===== src/rtl/result_display.sv =====
// Result display: latches the ALU result, converts it to BCD in 16 cycles, then scans it onto an 8-digit 7-segment display.
// Latency is 17 edges from start to done; a start arriving mid-conversion is dropped, and there is no other backpressure.
module result_display #(
  parameter int SCAN_DIV   = 50000,
  parameter int NUM_DIGITS = 8,
  parameter int ACTIVE_LOW = 1
) (
  input  logic                  IN_clk,
  input  logic                  IN_reset,
  input  logic                  IN_start,
  input  logic [7:0]            IN_RESH,
  input  logic [7:0]            IN_RESL,
  input  logic                  IN_err,
  output logic [7:0]            OUT_seg,
  output logic [NUM_DIGITS-1:0] OUT_sel,
  output logic                  OUT_busy,
  output logic                  OUT_done,
  output logic [1:0]            OUT_state
);

  localparam int CW = (SCAN_DIV > 1) ? $clog2(SCAN_DIV) : 1;
  localparam int IW = (NUM_DIGITS > 1) ? $clog2(NUM_DIGITS) : 1;

  typedef enum logic [1:0] {
    S_IDLE   = 2'd0,
    S_CONV   = 2'd1,
    S_SHOW   = 2'd2,
    S_UNUSED = 2'd3
  } state_t;

  state_t state_q, state_d;
  logic   load_start, step_last;

  logic [15:0]   bin_q;
  logic [19:0]   bcd_q;
  logic [3:0]    iter_q;
  logic          err_q;
  logic [7:0]    dig_q [5];
  logic          disp_vld_q;
  logic          done_q;
  logic [CW-1:0] scan_cnt_q;
  logic [IW-1:0] scan_idx_q;
  logic [7:0]    seg_q;
  logic [NUM_DIGITS-1:0] sel_q;

  function automatic logic [7:0] seg_of(input logic [3:0] d);
    case (d)
      4'd0: seg_of = 8'h3F;
      4'd1: seg_of = 8'h06;
      4'd2: seg_of = 8'h5B;
      4'd3: seg_of = 8'h4F;
      4'd4: seg_of = 8'h66;
      4'd5: seg_of = 8'h6D;
      4'd6: seg_of = 8'h7D;
      4'd7: seg_of = 8'h07;
      4'd8: seg_of = 8'h7F;
      4'd9: seg_of = 8'h6F;
      default: seg_of = 8'h00;
    endcase
  endfunction

  always_comb begin
    state_d    = state_q;
    load_start = 1'b0;
    step_last  = 1'b0;
    case (state_q)
      S_IDLE, S_SHOW: begin
        if (IN_start) begin
          load_start = 1'b1;
          state_d    = S_CONV;
        end
      end
      S_CONV: begin
        if (iter_q == 4'd15) begin
          step_last = 1'b1;
          state_d   = S_SHOW;
        end
      end
      default: state_d = S_IDLE;
    endcase
  end

  always_ff @(posedge IN_clk) begin
    if (IN_reset) state_q <= S_IDLE;
    else          state_q <= state_d;
  end

  // One double-dabble step: add 3 to every nibble >= 5, then shift bcd:bin left.
  logic [19:0] bcd_adj;
  logic [35:0] shifted;
  logic [19:0] bcd_next;
  logic [15:0] bin_next;
  always_comb begin
    bcd_adj = '0;
    for (int i = 0; i < 5; i++) begin
      bcd_adj[4*i +: 4] = (bcd_q[4*i +: 4] >= 4'd5) ? bcd_q[4*i +: 4] + 4'd3 : bcd_q[4*i +: 4];
    end
    shifted  = {bcd_adj, bin_q} << 1;
    bcd_next = shifted[35:16];
    bin_next = shifted[15:0];
  end

  // Digit images for the finished conversion, with leading-zero blanking above digit 0.
  logic [7:0] dig_new [5];
  logic       nz_above;
  always_comb begin
    nz_above = 1'b0;
    for (int i = 0; i < 5; i++) dig_new[i] = 8'h00;
    if (err_q) begin
      dig_new[0] = 8'h50;
      dig_new[1] = 8'h50;
      dig_new[2] = 8'h79;
    end else begin
      for (int i = 4; i >= 1; i--) begin
        nz_above   = nz_above | (bcd_next[4*i +: 4] != 4'd0);
        dig_new[i] = nz_above ? seg_of(bcd_next[4*i +: 4]) : 8'h00;
      end
      dig_new[0] = seg_of(bcd_next[3:0]);
    end
  end

  logic [7:0]            cur_seg;
  logic [NUM_DIGITS-1:0] cur_sel;
  always_comb begin
    cur_seg = 8'h00;
    for (int i = 0; i < 5; i++) begin
      if (scan_idx_q == IW'(i)) cur_seg = dig_q[i];
    end
    cur_sel = NUM_DIGITS'(1) << scan_idx_q;
  end

  always_ff @(posedge IN_clk) begin
    if (IN_reset) begin
      bin_q      <= '0;
      bcd_q      <= '0;
      iter_q     <= '0;
      err_q      <= 1'b0;
      for (int i = 0; i < 5; i++) dig_q[i] <= 8'h00;
      disp_vld_q <= 1'b0;
      done_q     <= 1'b0;
      scan_cnt_q <= '0;
      scan_idx_q <= '0;
      seg_q      <= '0;
      sel_q      <= '0;
    end else begin
      done_q <= step_last;
      if (load_start) begin
        bin_q  <= {IN_RESH, IN_RESL};
        bcd_q  <= '0;
        iter_q <= '0;
        err_q  <= IN_err;
      end else if (state_q == S_CONV) begin
        bin_q  <= bin_next;
        bcd_q  <= bcd_next;
        iter_q <= iter_q + 4'd1;
      end
      if (step_last) begin
        for (int i = 0; i < 5; i++) dig_q[i] <= dig_new[i];
        disp_vld_q <= 1'b1;
      end
      if (scan_cnt_q == CW'(SCAN_DIV - 1)) begin
        scan_cnt_q <= '0;
        scan_idx_q <= (scan_idx_q == IW'(NUM_DIGITS - 1)) ? '0 : scan_idx_q + 1'b1;
      end else begin
        scan_cnt_q <= scan_cnt_q + 1'b1;
      end
      // The display stays dark until the first conversion since reset has completed.
      seg_q <= disp_vld_q ? cur_seg : 8'h00;
      sel_q <= disp_vld_q ? cur_sel : '0;
    end
  end

  assign OUT_seg   = (ACTIVE_LOW != 0) ? ~seg_q : seg_q;
  assign OUT_sel   = (ACTIVE_LOW != 0) ? ~sel_q : sel_q;
  assign OUT_busy  = (state_q == S_CONV);
  assign OUT_done  = done_q;
  assign OUT_state = state_q;

endmodule


===== config.mk =====
export PLATFORM = sky130hd
export DESIGN_NAME = result_display
export DESIGN_NICKNAME = d
export VERILOG_FILES = /design/src/rtl/result_display.sv
export SDC_FILE = /design/constraint.sdc
export NUM_CORES = 1
export LEC_CHECK = 0
export ABC_CLOCK_PERIOD_IN_PS = 2900
export CAP_MARGIN = 20
export CORE_AREA = 4 4 114 116
export DETAILED_ROUTE_END_ITERATION = 8
export DIE_AREA = 0 0 118 120
export PLACE_DENSITY_LB_ADDON = 0.1
export SLEW_MARGIN = 20
export SYNTH_ARGS = -nofsm -noshare
export SYNTH_HDL_FRONTEND = slang
export SYNTH_SLANG_ARGS = --single-unit

===== constraint.sdc =====
create_clock -name IN_clk -period 2.9 [get_ports IN_clk]
set_clock_uncertainty 0.05 [all_clocks]
set_input_delay 0.725 -clock IN_clk [delete_from_list [all_inputs] [get_ports IN_clk]]
set_output_delay 0.725 -clock IN_clk [all_outputs]
set_load 0.02 [all_outputs]

==> impl_metrics.py, run 1 <==
metrics = {
    "pwr": {
        "power_density_nw_per_um2": 576,
        "peakVddDrop_v": 0.000352,
        "leakage_nw": 3.04,
    },
    "clocking": {
        "numCtsBuffers": 17,
        "cts_hold_buf": 0,
        "cts_max_level": 4,
        "cts_resized": 0,
        "cts_tree": "done",
        "clockBufferDepth": 2,
        "post_cts_buffers": 0,
        "cts_root_buffer": "clkbuf_16",
        "clkTransAtPathRegs_ns": 0.05,
        "cts.sinks": 114,
        "insertion_delay_ns": 0.42,
    },
    "grt": {
        "overflow": 0,
        "grt_pass1_wl_um": 23200,
        "grt_antenna_before_repair": 0,
        "grt_start_max_net_pins": 42,
        "track_usage_pct": 20.2,
        "first_global_vias": 4808,
    },
    "setup_path": {
        "startpoint_type": "flop",
        "end_kind": "flop",
        "crit_path_max_fanout": 7,
        "critPathCapture": "dig_q[0][14]",
        "rr_worst_depth": 12,
        "crit_arrival_ns": 2.87,
        "timing_worst_setup_path_type": "reg -> reg",
        "r2r_slack_ns": 0.14,
        "startpoint": "bcd_q[4]",
        "r2r_start": "bcd_q[4]",
        "r2r-end": "dig_q[0][14]",
        "cp.required_ns": 3.02,
    },
    "drt": {
        "wl_um": 13900,
        "drt_first_iter_violations": 396,
        "dr.pass1.iters": 5,
        "num_vias": 5140,
        "wl_per_cell_um": 15.0,
        "drc": 0,
        "postRouteAntennaNets": 0,
        "vias_per_cell": 5.56,
    },
    "floorplanning": {
        "core_area_um2": 11900,
        "pin_count": 40,
        "start_util_pct": 53.2,
        "die_w_um": 118,
        "dieArea_um2": 14200,
        "fp-row-count": 40,
        "fp.dieH_um": 120,
    },
    "logic_synthesis": {
        "synthCells": 720,
        "syn_nets": 786,
        "synth.avg_cell_area_um2": 8.80,
        "synth.distinct_cells": 66,
        "synth_area_leaders": "dfxtp_1 (25%), edfxtp_1 (17%), ha_1 (9.1%)",
        "synth_flop_cell": "dfxtp_1",
        "synth_area_leader_cell": "dfxtp_1",
        "netlist_area_um2": 6340,
        "yosys_warnings": 0,
        "synth-async-reset-ratio_pct": 0,
        "synth-edff-count": 35,
        "ys_ff_latch": 114,
        "yosysTopAreaCellShare_pct": 25.0,
        "seq_area_frac_synth_pct": 41.5,
    },
    "timing": {
        "relSlewSlack_pct": 51.0,
        "timing.fmax_mhz": 363,
        "slew_viol_final": 0,
        "tns_ns": 0,
        "hold_viol_final": 0,
        "min_period_ns": 2.76,
        "setup-violations-final": 0,
        "fin_crit_sh_pct": 95.0,
        "worst_slew_pin_slew_ns": 0.736,
        "rsz0062_at_grt": "no",
    },
    "finish": {
        "area_growth_pct": 19.4,
        "layout-drive-gt1-share_pct": 11.7,
        "final_common_cell": "nor2_1",
        "antenna_cells": 0,
        "final_cell_mix": "nor2_1 (86), nand2_1 (80), dfxtp_1 (76)",
        "layout.nets": 831,
        "utilization_pct": 63.5,
    },
    "worst_hold_path": {
        "hold_class": "reg -> reg",
        "worstHoldStart": "bcd_q[17]",
    },
    "job": {
        "drv_cap": 0,
    },
    "place": {
        "place.gp.congestion": 0.846,
        "dp_hpwl_um": 9860,
        "numPortBuffers": 38,
    },
    "status": {
        "outcome": "completed",
    },
}
metrics by stage:
step | power, mW | cells | instance area [µm²] | setup WS (ns) | hold WS (ns)
global route | 4.54 | 925 | 7560 | 0.00753 | 0.424
global placement | 2.28 | 893 | 6950 | 0.173 | 0.379
detailed placement | 2.29 | 893 | 6950 | 0.109 | 0.398
floorplan | 2.13 | 720 | 6340 | 0.0995 | 0.368
finish | 4.36 | 925 | 7560 | 0.145 | 0.405
CTS | 4.39 | 925 | 7540 | 0.0886 | 0.406
worst min-delay path by stage:
stage                     to  slack [ns]  cells after the start
2_1_floorplan  scan_cnt_q[0]        0.37                      1
3_3_place_gp   scan_cnt_q[0]        0.38                      1
3_5_place_dp       bcd_q[17]        0.40                      2
4_1_cts            bcd_q[17]        0.41                      2
5_1_grt            bcd_q[17]        0.42                      2
6_report           bcd_q[17]        0.40                      2
metal layers:
layer  routed length, µm  GRT usage (%)  vias up
met1                6550           26.8     2358
met3                 638           4.52       27
met4                 331           9.08        0
li1                    -              -     2618
met2                6340           31.5      137
met5                   0              0        -
synth_stat cells (2+ instances only):
cell       number
a2111oi_0       3
a211o_2         2
a211oi_1       12
a21o_1          3
a21oi_1        48
a21oi_2         2
a221oi_1        8
a311oi_1       10
a31oi_1         6
and2_1          6
and3_1         10
buf_1           2
buf_2           5
clkbuf_1       30
dfxtp_1        79
edfxtp_1       35
ha_1           46
inv_1          48
mux2_2          5
mux2i_1        12
mux2i_2         2
nand2_1        80
nand2b_1       14
nand3_1        12
nand4_1         8
nor2_1         86
nor2b_1        13
nor3_1         18
nor3b_1         6
o21a_1          8
o21ai_0        23
o221a_1         2
o221a_2         7
o22ai_1         7
o31a_1          7
or2_2           3
or3_1           5
xnor2_1        11
xor2_1          9
state kept, by name, summed over array words and instances (netlist names), 2 cells and up:
signal	cells
OUT_state	2
bcd_q	20
bin_q	16
dig_q	35
iter_q	4
scan_cnt_q	16
scan_idx_q	3
seg_q	7
sel_q	8
final cells by class:
type                    count  area (µm²)
clock buffers              18         429
clock inverters            14         163
fillers                  1011        4350
inverters                  50         188
multi-input cells         517        3370
flip-flops and latches    114        2640
well taps                 147         184
repair buffers             65         596
logic make-up after synthesis:
group                    synth area share, %
AO/OA/AOI/OAI                           17.6
XOR/XNOR                                2.76
adder cells (fa/ha/maj)                 9.08
buffers and inverters                   5.55
flip-flops                              41.5
multiplexers                            3.22
other                                 0.0592
AND/OR/NAND/NOR                         20.2
report_power, final:
part | total, mW | switching [mW] | leakage [nW] | internal, mW
Sequential | 1.74 | 0.0428 | 1.00 | 1.70
Combinational | 0.531 | 0.304 | 1.75 | 0.228
Clock | 2.08 | 0.740 | 0.286 | 1.34
critical path: stages (launching register included):
cell and delay (ns):
dfxtp_2 0.38, inv_1 0.10, ha_1 0.22, and2b_1 0.20
o21ba_2 0.22, xnor2_1 0.14, inv_1 0.10, ha_1 0.26
o21ai_0 0.11, a21o_1 0.19, o221ai_1 0.26, a31oi_1 0.09
o21a_1 0.19
Note: power is estimated with default switching activity, not from simulation.
==> run 2, diff against run 1 <==
Settings changed: CORE_AREA 4 4 114 116 to 2 2 112 114, DIE_AREA 0 0 118 120 to 0 0 114 116, SKIP_CTS_REPAIR_TIMING from default to 1.
==> run 2 against run 1 <==
Against the previous run:
- sequential share of layout area fell by 0.44 points
- sequential cell count did not move
- clock-buffer cell count rose by 3
- cell count rose by 0.11%
- wire length fell by 0.53%
- total power rose by 5.9%
- critical endpoint is now dig_q[0][22]
- largest cell class unchanged
- highest routed layer unchanged
==> impl_metrics.py, run 2 (synthesis results as in run 1) <==
metrics = {
    "finish": {
        "final_cell_mix": "nor2_1 (86), nand2_1 (80), dfxtp_1 (76)",
        "largest_register_ff_count": 35,
        "final_common_cell": "nor2_1",
        "layout-drive-gt1-share_pct": 12.7,
        "top_regs": "dig_q x35, bcd_q x20",
        "area_growth_pct": 20.9,
        "layout.nets": 832,
        "multi_input_area_um2": 3380,
        "fillCellCount": 1002,
        "register_area_um2": 2640,
        "regMostFlops": "dig_q",
        "antenna_cells": 0,
        "utilization_pct": 64.3,
    },
    "setup_path": {
        "r2r_slack_ns": 0.09,
        "critPathTopFamily": "compound AO/OA/AOI/OAI gates",
        "timing_worst_setup_path_type": "reg -> reg",
        "r2r-end": "dig_q[0][22]",
        "crit_arrival_ns": 2.93,
        "crit_path_max_fanout": 7,
        "cp.required_ns": 3.02,
        "startpoint_type": "flop",
        "r2r_start": "bcd_q[9]",
        "cpMaxStageDelayCell": "a2111oi_1",
        "cpPeakStageDelay_ns": 0.49,
        "path_buf_inv": 4,
        "end_kind": "flop",
        "rr_worst_depth": 12,
        "path_cells": "inv_1, ha_1, nand2b_1, a21o_1, xnor2_2, buf_4, inv_1, ha_1, a2111oi_2, a2111oi_1, buf_4, o31ai_1",
    },
    "worst_hold_path": {
        "worstHoldStart": "scan_cnt_q[0]",
        "whs_endpoint": "scan_cnt_q[0]",
        "hold_class": "reg -> reg",
        "hold_depth": 1,
    },
    "grt": {
        "overflow": 0,
        "first_global_vias": 4806,
        "grt_pass1_wl_um": 23200,
        "grt_antenna_before_repair": 0,
        "grt_start_max_net_pins": 42,
        "track_usage_pct": 22.4,
    },
    "clocking": {
        "cts_tree": "done",
        "clockBufferDepth": 2,
        "clkTransAtPathRegs_ns": 0.06,
        "insertion_delay_ns": 0.42,
        "cts.sinks": 114,
        "cts_root_buffer": "clkbuf_16",
        "cts_max_level": 4,
        "numCtsBuffers": 17,
    },
    "drt": {
        "drc": 0,
        "wl_per_cell_um": 14.9,
        "num_vias": 5094,
        "drt_first_iter_violations": 431,
        "wl_um": 13800,
        "dr.pass1.iters": 5,
        "vias_per_cell": 5.50,
        "postRouteAntennaNets": 0,
    },
    "status": {
        "outcome": "completed",
    },
    "timing": {
        "min_period_ns": 2.81,
        "timing.fmax_mhz": 356,
        "relSlewSlack_pct": 43.5,
        "hold_viol_final": 0,
        "setup-violations-final": 0,
        "fin_crit_sh_pct": 96.8,
        "worst_slew_pin_slew_ns": 0.827,
        "slew_viol_final": 0,
    },
    "pwr": {
        "p_sw_mw": 1.08,
        "p_int_mw": 3.53,
        "power_density_nw_per_um2": 602,
        "peakVddDrop_v": 0.000398,
        "switching_share_pct": 23.5,
        "p_clk_share_pct": 50.6,
        "seqPwrFrac_pct": 37.7,
        "pwr-share-comb_pct": 11.6,
        "leakage_nw": 3.08,
        "p_total_mw": 4.61,
    },
    "floorplanning": {
        "start_util_pct": 53.2,
        "die_w_um": 114,
        "core_area_um2": 11900,
        "pin_count": 40,
        "fp-row-count": 40,
        "fp.dieH_um": 116,
        "dieArea_um2": 13200,
    },
    "place": {
        "numPortBuffers": 38,
        "place.gp.congestion": 0.933,
        "dp_hpwl_um": 9740,
    },
    "job": {
        "drv_cap": 0,
    },
}
run 2: worst register-to-register path, delay by kind of cell (launching register included):
kind	cells	cell delay, ns
xor gates and xnor gates	1	0.17
AOI/OAI and AO/OA	4	0.86
buffers and inverters	4	0.53
DFF	1	0.39
and+or+nand+nor	1	0.18
adders and majority gates	2	0.38
run 2: power by group through the flow:
stage	registers (mW)	clock network [mW]	logic, mW
global route	1.75	2.46	0.600
detailed placement	1.77	0	0.510
CTS	1.74	2.38	0.515
global placement	1.77	0	0.499
floorplan	1.75	0	0.375
finish	1.74	2.33	0.537
run 2: worst max-delay path by stage:
stage	end	slack (ns)	start	depth (start not counted)
6_report	dig_q[0][22]	0.09	bcd_q[9]	12
5_1_grt	dig_q[0][22]	-0.04	bcd_q[9]	12
4_1_cts	dig_q[0][19]	-0.02	bcd_q[5]	11
3_5_place_dp	dig_q[0][19]	-0.01	bcd_q[5]	11
3_3_place_gp	dig_q[0][19]	0.17	bcd_q[5]	11
2_1_floorplan	dig_q[0][16]	0.1	bcd_q[9]	10
run 2: per-stage QoR:
step           hold WS [ns]  instances  area, µm²  setup TNS, ns  setup slack [ns]
2_1_floorplan         0.368        720       6340              0            0.0995
3_3_place_gp          0.379        889       6920              0             0.170
3_5_place_dp          0.387        889       6920        -0.0175           -0.0126
4_1_cts               0.397        921       7590        -0.0311           -0.0213
5_1_grt               0.424        926       7660        -0.0404           -0.0404
6_report              0.392        926       7660              0            0.0917
run 2: area by class of cell:
class / instances / area share, %
multi-input combinational: 517 / 44.1
sequential: 114 / 34.4
timing repair buffer: 66 / 7.92
clock buffer: 21 / 6.11
clock inverter: 11 / 2.61
inverter: 50 / 2.45
tap: 147 / 2.40
run 2: routing by layer:
layer,vias up,wire [µm],part of all wire (%),track usage [%]
met5,-,0,0,0
met4,0,196,1.4,8.05
met3,14,529,3.8,6.85
met2,121,6400,46,35.2
met1,2353,6660,48,29.4
li1,2606,-,-,-
==> run 3, diff against run 2 <==
Settings changed: GPL_ROUTABILITY_DRIVEN from default to 1.
==> results of run 3 <==
No change in the layout: final DEF, timing and power equal those of run 2.
